$ cat config.mk
export PLATFORM = sky130hd
export DESIGN_NAME = uart_tx_sync
export DESIGN_NICKNAME = d
export VERILOG_FILES = /design/src/rtl/uart_pkg.sv /design/src/rtl/uart_baud_gen.sv /design/src/rtl/uart_tx_sync.sv
export SDC_FILE = /design/constraint.sdc
export NUM_CORES = 1
export LEC_CHECK = 0
export CORE_UTILIZATION = 45
export CTS_CLUSTER_SIZE = 40
export DETAILED_ROUTE_END_ITERATION = 10
export GPL_ROUTABILITY_DRIVEN = 0
export PLACE_DENSITY = 0.68
export SYNTH_ARGS = -nofsm -noshare
export SYNTH_HDL_FRONTEND = slang
export SYNTH_HIERARCHICAL = 1
export SYNTH_SLANG_ARGS = --single-unit
$ cat constraint.sdc
create_clock -name clk -period 4.65 [get_ports clk]
set_input_delay 0.93 -clock clk [delete_from_list [all_inputs] [get_ports clk]]
set_output_delay 0.93 -clock clk [all_outputs]
set_load 0.01 [all_outputs]
$ cat src/rtl/uart_pkg.sv
// Shared UART definitions: FSM states, default sizing and frame-length helper.
package uart_pkg;

  typedef enum logic [1:0] {
    IDLE  = 2'd0,
    START = 2'd1,
    DATA  = 2'd2,
    STOP  = 2'd3
  } uart_state_e;

  localparam int UART_DATA_WIDTH   = 8;
  localparam int UART_CLKS_PER_BIT = 16;

  // Clock cycles occupied by one frame on the line (start + data + stop bits).
  function automatic int uart_frame_len(input int data_width, input int clks_per_bit,
                                        input int stop_bits);
    return (1 + data_width + stop_bits) * clks_per_bit;
  endfunction

endpackage

$ cat src/rtl/uart_baud_gen.sv
// Bit-period timer: tick marks the last clk cycle of every serial bit.
module uart_baud_gen
  import uart_pkg::*;
#(
  parameter int CLKS_PER_BIT = UART_CLKS_PER_BIT
) (
  input  logic clk,
  input  logic reset,
  input  logic clear,
  output logic tick
);

  localparam int CW = (CLKS_PER_BIT > 1) ? $clog2(CLKS_PER_BIT) : 1;
  localparam logic [CW-1:0] LAST = CW'(CLKS_PER_BIT - 1);

  logic [CW-1:0] cnt;

  // Free-running 0..CLKS_PER_BIT-1 counter, held at zero while cleared.
  always_ff @(posedge clk) begin
    if (reset || clear)   cnt <= '0;
    else if (cnt == LAST) cnt <= '0;
    else                  cnt <= cnt + CW'(1);
  end

  assign tick = (cnt == LAST);

endmodule

$ cat src/rtl/uart_tx_sync.sv
// UART transmitter: valid/ready word in, LSB-first start/data/stop frame out.
module uart_tx_sync
  import uart_pkg::*;
#(
  parameter int DATA_WIDTH   = UART_DATA_WIDTH,
  parameter int CLKS_PER_BIT = UART_CLKS_PER_BIT,
  parameter int STOP_BITS    = 1
) (
  input  logic                  clk,
  input  logic                  reset,
  input  logic [DATA_WIDTH-1:0] tx_data,
  input  logic                  tx_valid,
  output logic                  tx_ready,
  output logic                  tx,
  output logic                  busy
);

  if (CLKS_PER_BIT < 2) begin : g_bad_cpb
    $error("uart_tx_sync: CLKS_PER_BIT must be >= 2");
  end
  if (STOP_BITS != 1 && STOP_BITS != 2) begin : g_bad_stop
    $error("uart_tx_sync: STOP_BITS must be 1 or 2");
  end
  if (DATA_WIDTH < 5 || DATA_WIDTH > 9) begin : g_bad_dw
    $error("uart_tx_sync: DATA_WIDTH must be 5..9");
  end

  // Bit counter covers data bits and stop bits; DATA_WIDTH >= 5 so it also fits STOP_BITS-1.
  localparam int BW = $clog2(DATA_WIDTH);
  localparam logic [BW-1:0] LAST_DATA = BW'(DATA_WIDTH - 1);
  localparam logic [BW-1:0] LAST_STOP = BW'(STOP_BITS - 1);

  uart_state_e           state, state_d;
  logic [DATA_WIDTH-1:0] shift, shift_d;
  logic [BW-1:0]         bit_cnt, bit_cnt_d;
  logic                  tx_d;
  logic                  tick;
  logic                  accept;

  // tx_ready is high exactly in IDLE, so the handshake never looks at mid-frame inputs.
  assign accept = tx_valid && tx_ready;

  // Bit timer restarts while idle so the start bit gets a full period after accept.
  uart_baud_gen #(.CLKS_PER_BIT(CLKS_PER_BIT)) u_baud (
    .clk   (clk),
    .reset (reset),
    .clear (state == IDLE),
    .tick  (tick)
  );

  // State register.
  always_ff @(posedge clk) begin
    if (reset) state <= IDLE;
    else       state <= state_d;
  end

  // Next-state: every transition out of a bit happens on the period tick.
  always_comb begin
    state_d = state;
    case (state)
      IDLE:  if (accept)                         state_d = START;
      START: if (tick)                           state_d = DATA;
      DATA:  if (tick && bit_cnt == LAST_DATA)   state_d = STOP;
      STOP:  if (tick && bit_cnt == LAST_STOP)   state_d = IDLE;
      default:                                   state_d = IDLE;
    endcase
  end

  // Output/datapath next values, derived from the next state so outputs can be registered.
  always_comb begin
    shift_d   = shift;
    bit_cnt_d = bit_cnt;
    case (state)
      IDLE:    begin
                 bit_cnt_d = '0;
                 if (accept) shift_d = tx_data;
               end
      DATA:    if (tick) shift_d = shift >> 1;
      default: ;
    endcase
    if (tick && state != IDLE)
      bit_cnt_d = (state_d != state) ? '0 : bit_cnt + BW'(1);
    tx_d = (state_d == DATA) ? shift_d[0] : (state_d != START);
  end

  // Registered outputs and datapath.
  always_ff @(posedge clk) begin
    if (reset) begin
      shift    <= '0;
      bit_cnt  <= '0;
      tx       <= 1'b1;
      tx_ready <= 1'b1;
      busy     <= 1'b0;
    end else begin
      shift    <= shift_d;
      bit_cnt  <= bit_cnt_d;
      tx       <= tx_d;
      tx_ready <= (state_d == IDLE);
      busy     <= (state_d != IDLE);
    end
  end

endmodule
Word level (Yosys, flattened, before mapping). Index checks and enable logic that the tools add are counted.

Register bits after elaboration: 20. Output and inout bits: 3. Word-level logic and storage cells: 46.

$add $sub $neg: 2. Equality and inequality tests: 10. Mux-type cells: 12. Reductions and logical operators: 14.

Operators with widths (count): $mux 8 (2); $pmux 8 s2 (1); $mux 3 (3); $mux 2 (4); $pmux 2 s4 (1); $reduce_bool 2->1 (4); $eq 2x2->1 const B (3); $add 4x1->4 const B (1); $eq 4x4->1 const B (1); $logic_and 1x1->1 (4); $logic_not 2->1 (2); $ne 2x2->1 const B (2); $add 3x1->3 const B (1); $eq 3x3->1 const B (1); $logic_not 3->1 (1); $reduce_and 3->1 (1); $eq 2x1->1 const B (1); $ne 2x1->1 const B (1); $ne 2x2->1 (1); $reduce_or 2->1 (1); $logic_or 1x1->1 (1); $mux 1 (1).

Longest topological paths before layout. Gate-level depths: netlist of the first run.

Depth after elaboration: 7. Mapped depth: 8. Gate-level depth less buffers: 6.

Cells and area by module. The synthesis of the first run kept the hierarchy.

By module, submodules not included: uart_tx_sync (instances 1, cells an instance 92, area an instance 830.8 um^2, seq. area each 320.3 um^2); uart_baud_gen (instances 1, cells an instance 16, area an instance 157.7 um^2, seq. area each 80.1 um^2).

Least setup slack after synthesis of the first run. No wires, ideal clock.

Path type: input to register. Start: input port tx_valid. End: register shift[0]. Library setup time: 139 ps. Data arrival time: 1543 ps. Data required time: 4511 ps. Path slack: 2968 ps. Stages: 3. Buffers on the path: 0. Path through: and3_1 a2111oi_1 a2111oi_2.

Word-level cells in the longest chain between the ends: 3.

RTL lines: start: declaration (line uart_tx_sync.sv:12) `input logic tx_valid,`; $logic_and 1x1->1 (line uart_tx_sync.sv:41) `assign accept = tx_valid && tx_ready;`; $mux 8 (line uart_tx_sync.sv:76) `if (accept) shift_d = tx_data;`; $pmux 8 s2 (line uart_tx_sync.sv:73) `case (state)`; end signal: assignment (line uart_tx_sync.sv:95) `shift <= shift_d;`; end: declaration (line uart_tx_sync.sv:34) `logic [DATA_WIDTH-1:0] shift, shift_d;`.

No other way between the ends. The select of a mux whose other input is x is not followed. A chain may end at the register's enable or synchronous reset.

Worst setup path in the final report of the first run.
Start: register tx_ready. End: output port tx_ready.

RTL lines: start: declaration (line uart_tx_sync.sv:13) `output logic tx_ready,`; start signal: assignment (line uart_tx_sync.sv:98) `tx_ready <= (state_d == IDLE);`.

No word-level cell between the ends.

==> results of run 1 <==
==> worst register-to-register path: cells and delay by family, from the launching register on <==
family / cells / cell delay [ps]
buf+inv: 1 / 250
fa+ha+maj: 1 / 190
compound gates: 2 / 300
simple gates: 2 / 530
flops: 1 / 370
==> cells in the mapped netlist, types with 2 or more instances <==
library cell,n,share of area
dfxtp_1,20,0.41
nand2_1,6,0.023
inv_1,5,0.019
nand2b_1,2,0.013
buf_2,2,0.010
nor3b_1,2,0.015
a22oi_1,6,0.046
nand3b_1,2,0.015
and3_1,2,0.013
nor2_1,4,0.015
ha_1,4,0.051
clkbuf_1,2,0.0076
a21oi_1,13,0.066
buf_4,3,0.023
nand4_1,3,0.019
nand3_1,10,0.051
==> flip-flops by register name, summed over array words and instances, names as in the netlist <==
register and cells:
tx_ready 1, bit_cnt 3, tx 1, state 2, u_baud/cnt 4, busy 1
shift 8
==> worst paths after layout <==
check / from / to / slack, ps / depth (start not counted)
hold / removal: u_baud/cnt[0] / u_baud/cnt[0] / 460 / 1
setup / recovery: tx_ready / tx_ready / 2460 / 1
hold reg to reg: u_baud/cnt[0] / u_baud/cnt[0] / 460 / 1
setup reg to reg: u_baud/cnt[0] / shift[4] / 2940 / 6
==> kinds of logic after synthesis <==
| logic type | after synthesis |
|---|---|
| xor gates and xnor gates | 2 |
| and+or+nand+nor | 40 |
| AOI/OAI and AO/OA | 29 |
| buffers and inverters | 13 |
| adders and majority gates | 4 |
| DFF | 20 |
==> routing by layer <==
metal  share of wire  vias up  wire length (µm)  track usage
met3           0.023        4                42      0.03115
met2            0.45       10               817       0.2778
met5               0        -                 0            0
met4           0.021        0                38      0.08824
met1            0.50      386               909       0.2269
li1                -      410                 -            -
==> through the flow <==
| stage | power, µW | utilization | worst slack, ps | area (µm²) |
|---|---|---|---|---|
| floorplan | 220.8 | - | 2968 | 988.4 |
| global placement | 236.5 | 0.5446 | 2364 | 1101 |
| detailed placement | 237.0 | 0.5446 | 2333 | 1101 |
| CTS | 315.4 | 0.5557 | 2453 | 1124 |
| global route | 330.3 | 0.5557 | 2369 | 1124 |
| finish | 313.0 | 0.5557 | 2457 | 1124 |
==> layout by cell type, fill, tap and decap left out, drive strengths merged <==
cell type,n
o21ai,1
a311o,1
a211o,1
o21ba,1
nand2b,2
nor3,2
nor3b,2
clkbuf,3
a22oi,6
nand4,3
a21o,1
a2111oi,2
dfxtp,20
clkdlybuf4s50,13
nand3b,2
xnor2,1
and4bb,1
and3,2
and2,1
nand3,10
a21oi,13
xor2,1
ha,4
a211oi,1
inv,5
and3b,1
nand4bb,1
nor2b,1
o21a,1
nor2,5
and4b,1
nand2,6
a221oi,1
==> final cells by class <==
type,instances,share of cell area
multi-input cells,75,0.4610
flip-flops and latches,20,0.3563
repair buffers,13,0.1158
well taps,27,0.03007
clock buffers,3,0.02004
inverters,5,0.01670
==> power by group through the flow <==
stage | clock network (µW) | registers, µW | logic, µW
after CTS | 82.1 | 189 | 44.2
after detailed placement | 0 | 193 | 43.9
after global placement | 0 | 193 | 43.6
after floorplan | 0 | 190 | 31.1
after global routing | 90.7 | 191 | 48.4
final | 80.1 | 189 | 43.9
==> summary.md, run 1 <==
| Metric | Value |
|---|---|
| Layout filler cell count | `190` |
| CTS Root Buffer Type | `clkbuf_4` |
| Drc violations | `0` |
| 1st-iter DRT viols | `20` |
| Worst-path clk slew | `100 ps` |
| Minimum clock period after layout | `2193 ps` |
| Worst path bufs/invs | `1` |
| CP Max Fanout | `6` |
| Post-CTS setup buffers | `0` |
| Post-Syn Area per Cell | `9.152 µm²` |
| Dpl hpwl | `1.288 mm` |
| Min-delay worst type | `reg2reg` |
| EDFF count, synth | `0` |
| Final WL | `roughly 1.8 mm` |
| Netlist cell types | `38` |
| Final setup viols | `0` |
| Non-filler cells, final | `roughly 140` |
| CTS Hold Bufs | `0` |
| Synth Area in Simple Gates | `0.2468` |
| Clk network pwr share | `0.256` |
| Area Overhead vs Synth | `13.67%` |
| Slew margin rel. | `0.5350` |
| Yosys reg bits | `20` |
| Synth Area in Adders | `0.05063` |
| Multi-input logic area | `518.0 µm²` |
| Die Width | `48.87 µm` |
| Fmax achieved | `456.0 MHz` |
| # IOs | `14` |
| Slew Limit Fails | `0` |
| Final Skew | `1.608 ps` |
| CTS-repair resized insts | `0` |
| WS Path Type | `reg2out` |
| Power Internal | `between 200 and 250 µW` |
| Core footprint | `0.002022 mm²` |
| LEAKAGE | `~0.00041 µW` |
| Vias in the first global route | `732` |
| Post-synthesis mux area share | `0` |
| I/O Buffers | `13` |
| Sequential share of the synthesized area | `0.4051` |
| First-pass GRT wire length | `3.229 mm` |
| Delay-heaviest family, CP | `buffers and inverters` |
| RSZ-0062 raised after global routing | `no` |
| Initial antenna violation count | `0` |
| Post-synth top flop | `dfxtp_1` |
| Dpl cells | `between 100 and 150` |
| Max-cap violations | `0` |
| Critical Path AT | `1260 ps` |
| Part of the power in combinational logic | `0.140` |
| Initial core utilization | `0.4889` |
| Fin crit share | `0.4716` |
| Synth Area in XOR/XNOR | `0.01772` |
| Worst-Skew Late Latency | `290 ps` |
| Worst setup EP type | `output port` |
| Global route overflow | `0` |
| Die ar. | `roughly 0.0024 mm²` |
| DIE HEIGHT | `48.87 µm` |
| Pin count of the biggest net entering global routing | `19` |
| Sum Neg Setup Slack | `0 ps` |
| CTS max path bufs | `2` |
| Pwr/cell area | `around 280 mW/mm²` |
| H-tree levels | `1` |
| Async S/R FF share, synth | `0` |
| Via count | `810` |
| Yosys warns | `6` |
| CTS tree | `done` |
| Vias/cell | `5.664` |
| Synthesized area | `~990 µm²` |
| Largest family of logic cells by synthesized area | `simple AND/OR/NAND/NOR gates` |
| Worst path required time | `~3700 ps` |
| Seq pwr share | `0.604` |
| Post-layout nets | `133` |
| CTS sink count | `20` |
| Share of cells above drive strength 1 | `0.08621` |
| DR pass1 iterations | `4` |
| Critical Path Slowest Stage Cell | `clkdlybuf4s50_1` |
| Switching part of the total | `0.2494` |
| Row cnt | `16` |
| Worst path cell trace | `clkdlybuf4s50_1` |
| Worst hold slack | `roughly 460 ps` |
| Routed wire per std cell | `around 13 µm` |
| Status | `finished clean` |
| Register Area | `400.4 µm²` |
| Worst Tran Pin Value | `~700 ps` |
| Max rail drop VDD | `152.7 µV` |
| Critical path's largest stage delay | `560 ps` |
| Mapped Cells | `108` |
| Synth Area in Compound Gates | `0.2089` |
| Antenna diode count | `0` |
| Switch Pwr | `78.07 µW` |
| Num CTS Buffers | `3` |
| Routed Antenna Nets | `0` |
| Syn Nets | `~120` |
| CP startpoint kind | `flop` |
| Final Hold Viols | `0` |
| GRT Overall Usage | `0.1751` |
No activity file was read; power rests on OpenSTA's default activity.
==> run 2, diff against run 1 <==
==> constraint.sdc (replaced) <==
create_clock -name clk -period 2.1 [get_ports clk]
set_input_delay 0.42 -clock clk [delete_from_list [all_inputs] [get_ports clk]]
set_output_delay 0.42 -clock clk [all_outputs]
set_load 0.01 [all_outputs]
==> run 2 against run 1 <==
Compared with the run above: wire length grew 3.2%; critical path depth stayed put; global-route usage shrank 0.47 points; non-clock buffer count rose by 1; sequential share of layout area fell by 0.66 points; power increased by 140%; highest routed layer unchanged.
==> summary.md, run 2 (synthesis results as in run 1) <==
| Metric | Value |
|---|---|
| CTS Hold Bufs | `0` |
| Final setup viols | `0` |
| Core footprint | `0.002022 mm²` |
| R2r startpoint | `u_baud/cnt[0]` |
| R2R setup slack | `450 ps` |
| Multi-input logic area | `518.0 µm²` |
| Max rail drop VDD | `350.9 µV` |
| Status | `finished clean` |
| Layout filler cell count | `185` |
| Global route overflow | `0` |
| GRT Overall Usage | `0.1704` |
| Worst path required time | `1680 ps` |
| Max-cap violations | `0` |
| Worst-path clk slew | `110 ps` |
| CTS-repair resized insts | `0` |
| Final Skew | `0.6489 ps` |
| DIE HEIGHT | `48.87 µm` |
| I/O Buffers | `13` |
| CTS Root Buffer Type | `clkbuf_4` |
| Final WS setup | `403.9 ps` |
| Top Registers | `shift (8), u_baud/cnt (4), bit_cnt (3)` |
| Sum Neg Setup Slack | `0 ps` |
| Instance count on the critical path | `1` |
| CTS sink count | `20` |
| Share of cells above drive strength 1 | `0.1017` |
| WS Path Type | `reg2out` |
| Worst-Skew Late Latency | `300 ps` |
| DR pass1 iterations | `4` |
| Final design utilization | `0.5662` |
| Slew Limit Fails | `0` |
| Critical Path Slowest Stage Cell | `clkdlybuf4s50_1` |
| Critical Path AT | `around 1300 ps` |
| Delay-heaviest family, CP | `buffers and inverters` |
| CTS max path bufs | `2` |
| Vias in the first global route | `between 700 and 800` |
| LEAKAGE | `roughly 0.00042 µW` |
| Row cnt | `16` |
| Min-delay worst type | `reg2reg` |
| Drc violations | `0` |
| Pin count of the biggest net entering global routing | `19` |
| Area Overhead vs Synth | `15.82%` |
| Slew margin rel. | `0.6160` |
| RSZ-0062 raised after global routing | `no` |
| Minimum clock period after layout | `1696 ps` |
| Num CTS Buffers | `3` |
| Routed wire per std cell | `around 13 µm` |
| Final Hold Viols | `0` |
| Die ar. | `0.002388 mm²` |
| Critical path's largest stage delay | `560 ps` |
| Initial core utilization | `0.4889` |
| H-tree levels | `1` |
| # IOs | `14` |
| Post-Place Setup Slack | `between 300 and 400 ps` |
| Worst setup EP type | `output port` |
| CP Max Fanout | `6` |
| Commonest non-fill, non-tap cells in the layout | `dfxtp_1, a21oi_1, clkdlybuf4s50_1, nand3_1` |
| Routed Antenna Nets | `0` |
| Commonest non-fill, non-tap cell in the layout | `dfxtp_1` |
| Post-CTS setup buffers | `0` |
| Register Area | `400.4 µm²` |
| FF-to-FF End | `shift[2]` |
| 1st-iter DRT viols | `29` |
| Worst Tran Pin Value | `575.3 ps` |
| CP startpoint kind | `flop` |
| CTS tree | `done` |
| Initial antenna violation count | `0` |
| Fin crit share | `0.8077` |
| Vias/cell | `5.441` |
| Final WL | `1.864 mm` |
| Setup crit start | `tx_ready` |
| Worst path cell trace | `clkdlybuf4s50_1` |
| CP endpoint | `tx_ready` |
| Pwr/cell area | `648.5 mW/mm²` |
| Worst path bufs/invs | `1` |
| First-pass GRT wire length | `around 3.2 mm` |
| Largest Register | `shift` |
| Fmax achieved | `589.6 MHz` |
| Die Width | `48.87 µm` |
| Hold path depth | `2` |
| Max reg flops | `8` |
| Antenna diode count | `0` |
| Dpl hpwl | `approximately 1.3 mm` |
| Via count | `around 800` |
| Post-layout nets | `134` |
| Worst r2r path cells | `6` |
run 2: metal layers:
metal | part of all wire | routed length, µm | track usage
met2 | 0.47 | 878 | 0.2801
met4 | 0.0091 | 17 | 0.04412
met3 | 0.049 | 91 | 0.05607
met1 | 0.47 | 877 | 0.2131
met5 | 0 | 0 | 0
run 2: area by class of cell:
type | instances | share of cell area
inverter | 5 | 0.01639
clock buffer | 4 | 0.03169
sequential | 20 | 0.3497
tap | 27 | 0.02951
multi-input combinational | 75 | 0.4525
timing repair buffer | 14 | 0.1202
run 2: power by group:
part	total [µW]	internal [µW]	switching, µW	leakage, µW
Sequential	420	399	20.7	0.000164
Combinational	98.6	55.3	43.3	0.000237
Clock	224	106	118	0.0000210
run 2: worst reg2reg max path, cell delays in order, from the launching register on:
cell and delay [ps]:
dfxtp_1 380, ha_1 200, nand3_1 120, inv_1 240, and3b_1 370, a22oi_1 140
a21oi_1 150
run 2: how the worst min path moves through the flow:
stage                  start       endpoint  slack, ps
2_1_floorplan  u_baud/cnt[0]  u_baud/cnt[0]        420
3_3_place_gp   u_baud/cnt[0]  u_baud/cnt[0]        430
3_5_place_dp        shift[7]       shift[7]        460
4_1_cts             shift[7]       shift[7]        480
5_1_grt           bit_cnt[1]     bit_cnt[1]        510
6_report            shift[7]       shift[7]        480
run 2: stage by stage:
stage | hold WS, ps | std cells | power [µW] | cell area [µm²]
after floorplan | 417.6 | 108 | 488.9 | 988.4
after global placement | 433.6 | 141 | 525.2 | 1109
after detailed placement | 460.0 | 141 | 527.5 | 1109
after CTS | 475.9 | 145 | 753.5 | 1145
after global routing | 513.8 | 145 | 780.7 | 1145
final | 477.6 | 145 | 742.4 | 1145
==> run 3, diff against run 2 <==
--- a/config.mk
+++ b/config.mk
@@ -9,7 +9,7 @@
 export CTS_CLUSTER_SIZE = 40
 export DETAILED_ROUTE_END_ITERATION = 10
 export GPL_ROUTABILITY_DRIVEN = 0
-export PLACE_DENSITY = 0.68
+export PLACE_DENSITY = 0.7
 export SYNTH_ARGS = -nofsm -noshare
 export SYNTH_HDL_FRONTEND = slang
 export SYNTH_HIERARCHICAL = 1
==> constraint.sdc (replaced) <==
create_clock -name clk -period 1.4 [get_ports clk]
set_input_delay 0.28 -clock clk [delete_from_list [all_inputs] [get_ports clk]]
set_output_delay 0.28 -clock clk [all_outputs]
set_load 0.01 [all_outputs]
==> run 3 against run 2 <==
Compared with the run above: hold slack got worse by 0.73 ps; power grew 52%; clock skew rose by 5.4 ps; die area unchanged; register-to-register slack lost 420 ps; sequential power up 49%; clock power up 47%; flip-flop and latch count stayed put; final cell count rose by 10%; combinational power increased by 78%; critical path depth is 6 higher; largest power group unchanged; highest routed layer unchanged.
==> summary.md, run 3 (synthesis results as in run 1) <==
| Metric | Value |
|---|---|
| Status | `finished clean` |
| Largest Register | `shift` |
| Row cnt | `16` |
| Commonest non-fill, non-tap cell in the layout | `dfxtp_1` |
| Share of cells above drive strength 1 | `0.2857` |
| LEAKAGE | `0.0004971 µW` |
| Critical Path AT | `around 1600 ps` |
| Worst-Skew Late Latency | `300 ps` |
| Max-cap violations | `0` |
| CTS tree | `done` |
| Slew margin rel. | `0.7195` |
| H-tree levels | `1` |
| WS Path Type | `reg2reg` |
| Dpl hpwl | `1.402 mm` |
| Final Hold Viols | `0` |
| Final setup viols | `0` |
| Vias in the first global route | `around 810` |
| Post-layout nets | `149` |
| Worst path cell trace | `ha_4 -> nand3_4 -> inv_6 -> and3b_1 -> buf_6 -> a221oi_2 -> a21oi_1` |
| CTS max path bufs | `2` |
| RSZ-0062 raised after global routing | `yes` |
| Drc violations | `0` |
| Initial antenna violation count | `0` |
| Routed wire per std cell | `12.61 µm` |
| Met1 usage | `0.2207` |
| CTS Root Buffer Type | `clkbuf_4` |
| I/O Buffers | `13` |
| Cell area after layout | `0.001311 mm²` |
| Max rail drop VDD | `523.8 µV` |
| CP startpoint kind | `flop` |
| Slew Limit Fails | `0` |
| Top Registers | `shift (8), u_baud/cnt (4), bit_cnt (3)` |
| DR pass1 iterations | `4` |
| Met3 usage | `0.03115` |
| # IOs | `14` |
| GRT Overall Usage | `0.1836` |
| Die Width | `48.87 µm` |
| Die ar. | `0.002388 mm²` |
| First-pass GRT wire length | `3.429 mm` |
| Final WL | `2.017 mm` |
| Pin count of the biggest net entering global routing | `12` |
| Via count | `874` |
| Worst-path clk slew | `110 ps` |
| Area Overhead vs Synth | `32.66%` |
| Worst Tran Pin Value | `419.7 ps` |
| Total power after layout | `1132 µW` |
| Fin crit share | `0.9764` |
| Antenna diode count | `0` |
| Routed Antenna Nets | `0` |
| GRT Max-Usage Layer | `met2` |
| CTS sink count | `20` |
| Critical path's largest stage delay | `350 ps` |
| Commonest non-fill, non-tap cells in the layout | `dfxtp_1, buf_4, a21oi_1, clkdlybuf4s50_1, nand3_1` |
| Critical Path Slowest Stage Cell | `dfxtp_2` |
| Worst setup EP type | `flop` |
| DIE HEIGHT | `48.87 µm` |
| Final Skew | `6.070 ps` |
| Num CTS Buffers | `3` |
| Layout filler cell count | `163` |
| Fmax achieved | `approximately 730 MHz` |
| CP Max Fanout | `9` |
| Placed inst area | `0.001215 mm²` |
| Vias/cell | `around 5.5` |
| Core footprint | `0.002022 mm²` |
| Initial core utilization | `0.4889` |
| Global route overflow | `0` |
| Minimum clock period after layout | `1367 ps` |
| GR Layer Usage met2 | `0.3148` |
| 1st-iter DRT viols | `13` |
| Max reg flops | `8` |
| Pwr/cell area | `863.1 mW/mm²` |
| Worst path required time | `1590 ps` |
| Min-delay worst type | `reg2reg` |
run 3: where the power goes:
| part | internal (µW) | leakage [µW] | switching, µW | total, µW |
|---|---|---|---|---|
| logic | 97.2 | 0.000312 | 78.3 | 176 |
| registers | 600 | 0.000164 | 26.1 | 626 |
| clock network | 158 | 0.0000210 | 171 | 330 |
run 3: per-stage QoR:
step	cells	utilization	hold slack, ps	TNS, ps	setup slack (ps)
2_1_floorplan	108	-	349.1	0	0.3227
3_5_place_dp	154	0.6009	462.2	-1721	-207.6
5_1_grt	160	0.6485	499.6	-20.64	-20.39
3_3_place_gp	154	0.6009	457.5	-1156	-150.9
6_report	160	0.6485	476.8	0	33.02
4_1_cts	158	0.6194	478.3	0	5.648
run 3: layer usage:
layer | part of all wire | routed length [µm]
met1 | 0.47 | 948
met2 | 0.49 | 991
met3 | 0.025 | 51
met4 | 0.012 | 25
met5 | 0 | 0
run 3: cell type report:
| class | count | area, µm² | share of cell area |
|---|---|---|---|
| clock buffer | 4 | 36.28 | 0.02767 |
| multi-input combinational | 75 | 563.0 | 0.4294 |
| timing repair buffer | 29 | 250.2 | 0.1908 |
| sequential | 20 | 404.1 | 0.3082 |
| inverter | 5 | 23.77 | 0.01813 |
| tap | 27 | 33.78 | 0.02576 |
run 3: what timing repair did:
action	CTS	global route
pin swaps	0	3
buffers inserted	0	2
resized for setup	6	9
hold buffers	0	0
setup endpoints to repair	4	11
endpoints found under the hold margin	0	0
run 3: worst paths after layout:
check | start | to | slack [ps] | cells after the start
setup / recovery | u_baud/cnt[1] | state[0] | 30 | 7
setup reg to reg | u_baud/cnt[1] | state[0] | 30 | 7
hold reg to reg | shift[7] | shift[7] | 480 | 2
hold / removal | shift[7] | shift[7] | 480 | 2
run 3: worst max-delay path: cells and delay by family, from the launching register on:
family                   cells  cell delay [ps]
adder cells (fa/ha/maj)      1              170
AO/OA/AOI/OAI                2              300
flip-flops                   1              350
buffers and inverters        2              180
AND/OR/NAND/NOR              2              260
